==> config.mk <==
export PLATFORM = sky130hd
export DESIGN_NAME = fp32_uart_rx_flat
export DESIGN_NICKNAME = d
export VERILOG_FILES = /design/src/rtl/fp32_uart_pkg.sv /design/src/rtl/fp32_uart_rx_if.sv /design/src/rtl/uart_rx_byte.sv /design/src/rtl/fp32_uart_rx.sv /design/src/flat_wrapper.sv
export SDC_FILE = /design/constraint.sdc
export NUM_CORES = 1
export LEC_CHECK = 0
export ABC_CLOCK_PERIOD_IN_PS = 3770
export CORE_MARGIN = 2
export CORE_UTILIZATION = 43
export CTS_BUF_LIST = sky130_fd_sc_hd__clkbuf_16
export DETAILED_ROUTE_END_ITERATION = 7
export PLACE_DENSITY = 0.64
export SLEW_MARGIN = 20
export SYNTH_ARGS = -nofsm -noshare
export SYNTH_HDL_FRONTEND = slang
export SYNTH_HIERARCHICAL = 1
export SYNTH_SLANG_ARGS = --single-unit
export TNS_END_PERCENT = 100
==> constraint.sdc <==
create_clock -name clk_i -period 3.77 [get_ports clk_i]
set_input_delay 1.131 -clock clk_i [delete_from_list [all_inputs] [get_ports clk_i]]
set_output_delay 1.131 -clock clk_i [all_outputs]
set_load 0.01 [all_outputs]
==> src/rtl/fp32_uart_pkg.sv <==
// fp32_uart_pkg
//   Shared definitions for the fp32 UART receive path: default clock and
//   line rate, the derived bit-period constants and the byte FSM state type.
//   No ports.
package fp32_uart_pkg;

   localparam logic [31:0] DEF_CLK_FREQ     = 32'd50_000_000;
   localparam logic [31:0] DEF_BAUD_RATE    = 32'd115_200;
   // Truncating divide: 50 MHz / 115 200 baud gives 434 clocks per bit.
   localparam logic [31:0] DEF_CLKS_PER_BIT = DEF_CLK_FREQ / DEF_BAUD_RATE;
   localparam logic [31:0] DEF_HALF_BIT     = DEF_CLKS_PER_BIT / 32'd2;

   typedef enum logic [1:0] {
      RX_IDLE  = 2'd0,
      RX_START = 2'd1,
      RX_DATA  = 2'd2,
      RX_STOP  = 2'd3
   } rx_state_t;

endpackage

==> src/rtl/fp32_uart_rx_if.sv <==
// fp32_uart_rx_if
//   Output bundle of the fp32 UART receiver towards the fp32 datapath.
//   rx_byte    : last correctly framed byte
//   byte_valid : one-cycle pulse when rx_byte updates
//   word       : last completed 32-bit word (first byte in [7:0])
//   word_valid : one-cycle pulse when word updates
//   frame_err  : one-cycle pulse when a stop bit samples low
//   master = receiver side (drives), slave = consumer side (samples).
interface fp32_uart_rx_if;

   logic [7:0]  rx_byte;
   logic        byte_valid;
   logic [31:0] word;
   logic        word_valid;
   logic        frame_err;

   modport master (output rx_byte, byte_valid, word, word_valid, frame_err);
   modport slave  (input  rx_byte, byte_valid, word, word_valid, frame_err);

endinterface

==> src/rtl/uart_rx_byte.sv <==
// uart_rx_byte
//   8N1 byte deserializer: 2-FF input synchronizer, start/data/stop bit FSM
//   and shift register, all timed by a 16-bit down-counting bit counter.
//   clk_i       : system clock, rising edge
//   rst_ni      : asynchronous active-low reset
//   uart_rx_i   : asynchronous serial line, idles high
//   byte_o      : last correctly framed byte
//   valid_o     : one-cycle pulse when byte_o updates
//   frame_err_o : one-cycle pulse when the stop bit samples low
//   idle_o      : FSM is waiting for a start bit
module uart_rx_byte
   import fp32_uart_pkg::*;
#(
   parameter logic [31:0] CLKS_PER_BIT = DEF_CLKS_PER_BIT
) (
   input  logic       clk_i,
   input  logic       rst_ni,
   input  logic       uart_rx_i,
   output logic [7:0] byte_o,
   output logic       valid_o,
   output logic       frame_err_o,
   output logic       idle_o
);

   // First expiry lands in the middle of the start bit, later ones a full bit apart.
   localparam logic [15:0] HALF_LOAD = 16'(CLKS_PER_BIT / 32'd2 - 32'd1);
   localparam logic [15:0] FULL_LOAD = 16'(CLKS_PER_BIT - 32'd1);

   logic        meta_q, rx_q;
   logic        rx_s;
   logic        expired_s;
   rx_state_t   state_q, state_d;
   logic [15:0] cnt_q, cnt_d;
   logic [2:0]  bit_idx_q, bit_idx_d;
   logic [7:0]  shift_q, shift_d;
   logic [7:0]  byte_q, byte_d;
   logic        valid_q, valid_d;
   logic        ferr_q, ferr_d;

   assign rx_s      = rx_q;
   assign expired_s = (cnt_q == 16'd0);

   // Two-flop synchronizer; both stages reset to the idle-high line level.
   always_ff @(posedge clk_i or negedge rst_ni) begin
      if (!rst_ni) begin
         meta_q <= 1'b1;
         rx_q   <= 1'b1;
      end else begin
         meta_q <= uart_rx_i;
         rx_q   <= meta_q;
      end
   end

   // Bit FSM next-state, counter and shift register.
   always_comb begin
      state_d   = state_q;
      cnt_d     = cnt_q;
      bit_idx_d = bit_idx_q;
      shift_d   = shift_q;
      byte_d    = byte_q;
      valid_d   = 1'b0;
      ferr_d    = 1'b0;
      case (state_q)
         RX_IDLE: begin
            if (!rx_s) begin
               cnt_d   = HALF_LOAD;
               state_d = RX_START;
            end else begin
               cnt_d   = 16'd0;
            end
         end
         RX_START: begin
            if (!expired_s) begin
               cnt_d = cnt_q - 16'd1;
            end else if (rx_s) begin
               // Line went back high before mid start bit: treat as a glitch.
               state_d = RX_IDLE;
            end else begin
               cnt_d     = FULL_LOAD;
               bit_idx_d = 3'd0;
               state_d   = RX_DATA;
            end
         end
         RX_DATA: begin
            if (!expired_s) begin
               cnt_d = cnt_q - 16'd1;
            end else begin
               // LSB arrives first, so shifting in at the top leaves it in [0].
               shift_d = {rx_s, shift_q[7:1]};
               cnt_d   = FULL_LOAD;
               if (bit_idx_q == 3'd7) begin
                  state_d = RX_STOP;
               end else begin
                  bit_idx_d = bit_idx_q + 3'd1;
               end
            end
         end
         RX_STOP: begin
            if (!expired_s) begin
               cnt_d = cnt_q - 16'd1;
            end else begin
               // Leave at mid stop bit so a back-to-back start edge is not missed.
               state_d = RX_IDLE;
               if (rx_s) begin
                  byte_d  = shift_q;
                  valid_d = 1'b1;
               end else begin
                  ferr_d  = 1'b1;
               end
            end
         end
         default: begin
            state_d = RX_IDLE;
            cnt_d   = 16'd0;
         end
      endcase
   end

   // FSM and output registers.
   always_ff @(posedge clk_i or negedge rst_ni) begin
      if (!rst_ni) begin
         state_q   <= RX_IDLE;
         cnt_q     <= 16'd0;
         bit_idx_q <= 3'd0;
         shift_q   <= 8'd0;
         byte_q    <= 8'd0;
         valid_q   <= 1'b0;
         ferr_q    <= 1'b0;
      end else begin
         state_q   <= state_d;
         cnt_q     <= cnt_d;
         bit_idx_q <= bit_idx_d;
         shift_q   <= shift_d;
         byte_q    <= byte_d;
         valid_q   <= valid_d;
         ferr_q    <= ferr_d;
      end
   end

   assign byte_o      = byte_q;
   assign valid_o     = valid_q;
   assign frame_err_o = ferr_q;
   assign idle_o      = (state_q == RX_IDLE);

endmodule

==> src/rtl/fp32_uart_rx.sv <==
// fp32_uart_rx
//   UART receiver that packs four consecutive bytes (first byte in the low
//   lane) into a 32-bit word for the fp32 datapath. A partial word is dropped
//   after TIMEOUT_BITS idle bit-times or on a framing error.
//   clk_i     : system clock, rising edge
//   rst_ni    : asynchronous active-low reset
//   uart_rx_i : asynchronous serial line, idles high
//   rx_if     : byte / word / framing-error outputs (master modport)
//   led1_o    : toggles on every completed word
//   led2_o    : sticky framing-error indicator, cleared only by reset
module fp32_uart_rx
   import fp32_uart_pkg::*;
#(
   parameter logic [31:0] CLK_FREQ     = DEF_CLK_FREQ,
   parameter logic [31:0] BAUD_RATE    = DEF_BAUD_RATE,
   parameter logic [31:0] CLKS_PER_BIT = CLK_FREQ / BAUD_RATE,
   parameter logic [31:0] TIMEOUT_BITS = 32'd20
) (
   input  logic                  clk_i,
   input  logic                  rst_ni,
   input  logic                  uart_rx_i,
   fp32_uart_rx_if.master        rx_if,
   output logic                  led1_o,
   output logic                  led2_o
);

   localparam logic [31:0] TIMEOUT_CLKS = TIMEOUT_BITS * CLKS_PER_BIT;

   logic [7:0]  sub_byte_s;
   logic        sub_valid_s, sub_ferr_s, sub_idle_s;

   logic [7:0]  byte_q, byte_d;
   logic        byte_valid_q, byte_valid_d;
   logic [31:0] word_q, word_d;
   logic        word_valid_q, word_valid_d;
   logic        ferr_q, ferr_d;
   logic        led1_q, led1_d;
   logic        led2_q, led2_d;
   logic [1:0]  idx_q, idx_d;
   logic [23:0] shadow_q, shadow_d;
   logic [31:0] idle_cnt_q, idle_cnt_d;

   uart_rx_byte #(
      .CLKS_PER_BIT (CLKS_PER_BIT)
   ) u_byte (
      .clk_i       (clk_i),
      .rst_ni      (rst_ni),
      .uart_rx_i   (uart_rx_i),
      .byte_o      (sub_byte_s),
      .valid_o     (sub_valid_s),
      .frame_err_o (sub_ferr_s),
      .idle_o      (sub_idle_s)
   );

   // Word assembly, partial-word timeout and LED next-state.
   always_comb begin
      byte_d       = byte_q;
      byte_valid_d = 1'b0;
      word_d       = word_q;
      word_valid_d = 1'b0;
      ferr_d       = 1'b0;
      led1_d       = led1_q;
      led2_d       = led2_q;
      idx_d        = idx_q;
      shadow_d     = shadow_q;
      idle_cnt_d   = 32'd0;
      if (sub_valid_s) begin
         byte_d       = sub_byte_s;
         byte_valid_d = 1'b1;
         idx_d        = idx_q + 2'd1;   // wraps 3 -> 0
         case (idx_q)
            2'd0: shadow_d[7:0]   = sub_byte_s;
            2'd1: shadow_d[15:8]  = sub_byte_s;
            2'd2: shadow_d[23:16] = sub_byte_s;
            2'd3: begin
               word_d       = {sub_byte_s, shadow_q};
               word_valid_d = 1'b1;
               led1_d       = ~led1_q;
            end
            default: idx_d = 2'd0;
         endcase
      end else if (sub_ferr_s) begin
         ferr_d = 1'b1;
         led2_d = 1'b1;
         idx_d  = 2'd0;
      end else if (sub_idle_s && (idx_q != 2'd0)) begin
         // Only a word in progress can time out; the drop is silent.
         if (idle_cnt_q == (TIMEOUT_CLKS - 32'd1)) begin
            idx_d = 2'd0;
         end else begin
            idle_cnt_d = idle_cnt_q + 32'd1;
         end
      end else begin
         idle_cnt_d = 32'd0;
      end
   end

   // Output and word-assembly registers.
   always_ff @(posedge clk_i or negedge rst_ni) begin
      if (!rst_ni) begin
         byte_q       <= 8'd0;
         byte_valid_q <= 1'b0;
         word_q       <= 32'd0;
         word_valid_q <= 1'b0;
         ferr_q       <= 1'b0;
         led1_q       <= 1'b0;
         led2_q       <= 1'b0;
         idx_q        <= 2'd0;
         shadow_q     <= 24'd0;
         idle_cnt_q   <= 32'd0;
      end else begin
         byte_q       <= byte_d;
         byte_valid_q <= byte_valid_d;
         word_q       <= word_d;
         word_valid_q <= word_valid_d;
         ferr_q       <= ferr_d;
         led1_q       <= led1_d;
         led2_q       <= led2_d;
         idx_q        <= idx_d;
         shadow_q     <= shadow_d;
         idle_cnt_q   <= idle_cnt_d;
      end
   end

   assign rx_if.rx_byte    = byte_q;
   assign rx_if.byte_valid = byte_valid_q;
   assign rx_if.word       = word_q;
   assign rx_if.word_valid = word_valid_q;
   assign rx_if.frame_err  = ferr_q;
   assign led1_o           = led1_q;
   assign led2_o           = led2_q;

endmodule

==> src/flat_wrapper.sv <==
// flat-port wrapper written by rule: the top's interface ports become plain ports
module fp32_uart_rx_flat import fp32_uart_pkg::*;
#(
   parameter logic [31:0] CLK_FREQ     = DEF_CLK_FREQ,
   parameter logic [31:0] BAUD_RATE    = DEF_BAUD_RATE,
   parameter logic [31:0] CLKS_PER_BIT = CLK_FREQ / BAUD_RATE,
   parameter logic [31:0] TIMEOUT_BITS = 32'd20
)
  (clk_i, rst_ni, uart_rx_i, led1_o, led2_o, rx_if_rx_byte, rx_if_byte_valid, rx_if_word, rx_if_word_valid, rx_if_frame_err);
  fp32_uart_rx_if rx_if_i ();
  input  logic clk_i;
  input  logic rst_ni;
  input  logic uart_rx_i;
  output logic led1_o;
  output logic led2_o;
  output wire logic [$bits(rx_if_i.rx_byte)-1:0] rx_if_rx_byte;
  output wire logic [$bits(rx_if_i.byte_valid)-1:0] rx_if_byte_valid;
  output wire logic [$bits(rx_if_i.word)-1:0] rx_if_word;
  output wire logic [$bits(rx_if_i.word_valid)-1:0] rx_if_word_valid;
  output wire logic [$bits(rx_if_i.frame_err)-1:0] rx_if_frame_err;
  assign rx_if_rx_byte = rx_if_i.rx_byte;
  assign rx_if_byte_valid = rx_if_i.byte_valid;
  assign rx_if_word = rx_if_i.word;
  assign rx_if_word_valid = rx_if_i.word_valid;
  assign rx_if_frame_err = rx_if_i.frame_err;
  fp32_uart_rx #(.CLK_FREQ(CLK_FREQ), .BAUD_RATE(BAUD_RATE), .CLKS_PER_BIT(CLKS_PER_BIT), .TIMEOUT_BITS(TIMEOUT_BITS)) u_core (.clk_i(clk_i), .rst_ni(rst_ni), .uart_rx_i(uart_rx_i), .rx_if(rx_if_i), .led1_o(led1_o), .led2_o(led2_o));
endmodule
# Word-level counts from Yosys, hierarchy flattened
# Cells that the tools add are included.
op_classes:
  n_addsub: 4
  eq_ne: 17
  n_mux: 37
  n_bitwise: 2
  reduce_logical: 19
op_table:
  columns: ["cell", "count"]
  rows:
  - ["32-bit two-way mux", 4]
  - ["16-bit two-way mux", 4]
  - ["16-bit case mux with 4 select lines", 1]
  - ["32-bit by 1-bit adder with 32-bit output, second input constant", 1]
  - ["32-bit by 14-bit == test with 1-bit output, second input constant", 1]
  - ["2-bit two-way mux", 10]
  - ["16-bit zero test", 1]
  - ["2-bit inequality test, second input constant", 8]
  - ["2-bit AND reduction", 8]
  - ["16-bit by 1-bit subtractor with 16-bit output, second input constant", 1]
  - ["3-bit two-way mux", 4]
  - ["1-bit two-way mux", 11]
  - ["5-bit AND reduction", 2]
  - ["2-bit == test, second input constant", 4]
  - ["8-bit two-way mux", 1]
  - ["2-bit case mux with 4 select lines", 1]
  - ["3-bit case mux with 2 select lines", 1]
  - ["3-bit nonzero test", 2]
  - ["2-bit by 1-bit == test with 1-bit output, second input constant", 2]
  - ["2-bit zero test", 2]
  - ["2-bit nonzero test", 2]
  - ["3-bit by 1-bit adder with 3-bit output, second input constant", 1]
  - ["3-bit == test, second input constant", 1]
  - ["3-bit inequality test, second input constant", 1]
  - ["4 further kinds", 5]
word_totals:
  register_bits: 144
  output_inout_bits: 45

# Longest topological paths before layout
logic_depth:
  word_depth: 5
  ltp_mapped: 8
  ltp_nobuf: 6

# Cells and area by module
# The synthesis kept the hierarchy.
by_module_without_submodules:
  columns: ["module", "n_inst", "cells_per_inst", "area_each_um2", "seq_area_each_um2"]
  rows:
  - ["fp32_uart_rx", 1, 352, 4410.5, 2577.5]
  - ["uart_rx_byte", 1, 184, 2145.8, 1028.5]

# Worst setup path after synthesis
# OpenSTA, ideal clock, no wires.
synth_timing:
  path_type: "register -> register"
  startpoint: "register u_core.u_byte.cnt_q[0]"
  endpoint: "register u_core.u_byte.byte_q[0], in the netlist u_core/u_byte/byte_o[0]"
  t_arrival_ps: 1939
  required_time_ps: 3645
  path_slack_ps: 1706
  path_stages_with_launch: 9
  n_path_buf: 2
  period_less_slack_ps: 2064
  cell_sequence: "dfrtp_1 > inv_1 > ha_1 > nor4b_4 > and4_1 > buf_6 > and3_4 > buf_8 > mux2_4"
synth_between:
  elab_chain_len: 2
synth_lines:
  columns: ["element", "line", "text"]
  rows:
  - ["start, declared", "uart_rx_byte.sv:33", "logic [15:0] cnt_q, cnt_d;"]
  - ["start signal, assigned", "uart_rx_byte.sv:131", "cnt_q <= cnt_d;"]
  - ["16-bit zero test", "uart_rx_byte.sv:41", "assign expired_s = (cnt_q == 16'd0);"]
  - ["3-bit AND reduction (no line)", null, null]
  - ["end signal, assigned", "uart_rx_byte.sv:134", "byte_q <= byte_d;"]
  - ["end, declared", "uart_rx_byte.sv:36", "logic [7:0] byte_q, byte_d;"]
# No other way between the ends.
# A chain may end at the register's enable or synchronous reset.

# Worst setup path after layout
layout_timing:
  startpoint: "register u_core.word_q[15], in the netlist u_core/rx_if.word[15]"
  endpoint: "output rx_if_word[15]"
layout_lines:
  columns: ["element", "line", "text"]
  rows:
  - ["start, declared", "fp32_uart_rx.sv:34", "logic [31:0] word_q, word_d;"]
  - ["start signal, assigned", "fp32_uart_rx.sv:114", "word_q <= word_d;"]
  - ["end, declared", "flat_wrapper.sv:18", "output wire logic [$bits(rx_if_i.word)-1:0] rx_if_word;"]
# No word-level cell between the ends.

==> qor.yml <==
die:
  core_area_mm2: 0.0150
  ios: 48
  start_util: 0.436
  die_h_um: 127
  die_area_mm2: 0.0163
  std_cell_rows: 45
  die_w_um: 127
layout:
  area_delta_synth_final_pct: 18.3
  final_util: 0.516
  fin_nets: 600
  antenna-diode-count: 0
  layout-drive-gt1-share: 0.221
  final_cells: 786
  fillers: 1229
synthesis:
  ys_warn_count: 6
  synth_area_per_cell_um2: 12.2
  synth_cell_type_count: 59
  synth_edf_count: 0
  synth_area_mm2: 0.00656
  yosys_most_used_dff: "dfrtp_1"
  syn_nets: 551
  syn_inst: 536
  ys_seq_area_frac: 0.550
  yosys_register_bits: 144
  async_reset_ff_frac: 1.00
timing:
  finalSetupViolations: 0
  fin_crit_ps: 2470
  rsz0062_at_grt: "false"
  finalHoldViolCount: 0
  min_period_over_period: 0.656
  postLayoutSetupSlackWorst_ps: 1300
  fin_skew_ps: 6.75
  fin_tns_setup_ps: 0
  worst_slew_pin_slew_ps: 693
  slew_violations: 0
  clock.fmax_mhz: 404
  slew_headroom: 0.538
route:
  routed_via_density: 5.76
  vias: 4531
  drt_first_iter_violations: 472
  drtAntennaViolNets: 0
  drc: 0
  wl_per_cell_um: 17.1
  firstDrtPassIters: 5
  wl_um: 13400
pwr:
  power.switching_w: 0.000696
  powerDensity_mw_per_mm2: 408
  comb_power_share: 0.012
  power_leakage_nw: 3.42
  ir_drop_uv: 352
  power.share.clock: 0.498
  p_int_w: 0.00247
  p_seq_frac: 0.490
  p_sw_frac: 0.220
  power_w: 0.00316
placement:
  gp_congestion: 0.888
  io_buffers: 47
  place_ws_ps: 1350
  dp.cells: 754
  dp_hpwl_um: 9170
worst_setup_path:
  worstSetupEndpointType: "output port"
  critPathLaunchType: "flip-flop"
  r2r_slack_ps: 1300
  cp_cell_sequence: "clkdlybuf4s50_1"
  worstSetupPathType: "flip-flop to output port"
  cp_top_family: "buffers and inverters"
  worstPathRequired_ps: 2640
  worst_ep_arrival_time_ps: 1340
  critPathMaxFanout: 2
  max_stage_delay_ps: 560
  critPathSlowestCell: "clkdlybuf4s50_1"
  path_buf_inv: 1
clock_tree:
  post_cts_resized: 0
  clk_latency_ps: 420
  cts_max_path_buffers: 2
  cts_inserted_buffers: 17
  clock-sinks: 144
  cts-root-buf: "clkbuf_16"
  postCtsHoldBufs: 0
  cts_tree: "built"
  postCtsSetupBuffers: 0
  clk_pin_slew_ps: 60
  htreeDepth: 4
global_route:
  gr-usage-all-layers: 0.174
  antenna_found_initial: 0
  grt.overflow.total: 0
  grt_pass1_vias: 4404
  grt_pass1_wl_um: 22400
  grt_max_degree: 66
run:
  cap_viol_max_count: 0
worst_hold_path:
  hp-class: "flip-flop to flip-flop"
run_status:
  status: "complete, no violations"
layer usage:
layer  wire (µm)  global-route usage  vias to the layer above
met4         199              0.0621                        0
li1            -                   -                     2098
met5           0                   0                        -
met3         672              0.0436                       18
met2        6470               0.279                      149
met1        6080               0.231                     2266
layout by cell type (no fill, tap or decap), drive strengths merged, types with 6 or more instances in the layout:
cell	Yosys	routed
o31ai	16	16
nand2	26	26
nor3	9	9
xor2	7	7
nand3	11	11
clkinv	0	7
nor4	11	11
clkdlybuf4s50	0	46
and4	6	6
xnor2	9	9
mux2	80	80
nand4	19	19
or3	14	14
or4	21	21
nor2	21	21
inv	11	16
dfrtp	142	142
ha	12	12
o21ai	18	18
clkbuf	16	17
a21oi	26	26
cells in the mapped netlist (all sizes together) (2+ instances only):
cell     count  share of area
dfrtp      142           0.54
mux2        80           0.14
a21oi       26          0.020
nand2       26          0.015
nor2        21          0.012
or4         21          0.025
nand4       19          0.020
o21ai       18          0.014
clkbuf      16         0.0092
o31ai       16          0.018
or3         14          0.014
ha          12          0.023
inv         11         0.0063
nand3       11         0.0084
nor4        11          0.010
nor3         9         0.0076
xnor2        9          0.012
xor2         7         0.0094
and4         6         0.0080
and3         5         0.0055
buf          5         0.0080
mux2i        5         0.0076
nand2b       4         0.0038
or2          4         0.0038
a211oi       3         0.0034
and2         3         0.0029
nor2b        3         0.0029
nor4b        3         0.0063
o2bb2ai      3         0.0040
a221oi       2         0.0027
a22oi        2         0.0023
dfstp        2         0.0080
o21a         2         0.0023
o41ai        2         0.0027
path summary, 6_finish.rpt:
| kind | start | endpoint | cells after the start |
|---|---|---|---|
| min in group asynchronous | rst_ni | u_core/rx_if.word[2] | 1 |
| min | u_core/u_byte/meta_q | u_core/u_byte/rx_q | 0 |
| max reg2reg | u_core/u_byte/cnt_q[0] | u_core/u_byte/byte_o[1] | 6 |
| max | u_core/rx_if.word[15] | rx_if_word[15] | 1 |
| max in group asynchronous | rst_ni | u_core/u_byte/meta_q | 2 |
| min reg2reg | u_core/u_byte/meta_q | u_core/u_byte/rx_q | 0 |
cells by family (layout without fill, tap and decap cells):
kind of cell,after synthesis,count (layout),synth area share
fa+ha+maj,12,12,0.0229
buf+inv,32,94,0.0235
mux,85,85,0.150
compound gates,81,81,0.0784
simple gates,166,166,0.154
flops,144,144,0.550
xor+xnor,16,16,0.0214
stage by stage:
stage | hold slack (ps) | instance area [µm²]
after floorplan | 345 | 6560
after detailed placement | 348 | 7200
final | 356 | 7760
after global routing | 363 | 7760
after global placement | 346 | 7200
after CTS | 357 | 7760
registers in the layout (all words and copies together), names as in the netlist, 2 cells and up, named ones only:
signal and count:
u_core/idle_cnt_q 32, u_core/rx_if.word 32, u_core/shadow_q 24, u_core/u_byte/cnt_q 16, u_core/rx_if.rx_byte 8, u_core/u_byte/byte_o 8
u_core/u_byte/shift_q 8, u_core/u_byte/bit_idx_q 3, u_core/idx_q 2
cell type report:
class                      count  area [µm²]  area share
clock buffer                  17         425      0.0548
clock inverter                15         134      0.0173
multi-input combinational    360        2800       0.361
timing repair buffer          51         514      0.0663
sequential                   144        3610       0.465
tap                          188         235      0.0303
inverter                      11        41.3     0.00532
power groups by stage:
stage                     registers (W)    logic, W  clock network [W]
after global placement          0.00158   0.0000396                  0
final                           0.00155   0.0000383            0.00157
after global routing            0.00155   0.0000459            0.00168
after floorplan                 0.00158  0.00000474                  0
after CTS                       0.00155   0.0000410            0.00161
after detailed placement        0.00158   0.0000410                  0
Power figures use the tool's default switching activity.
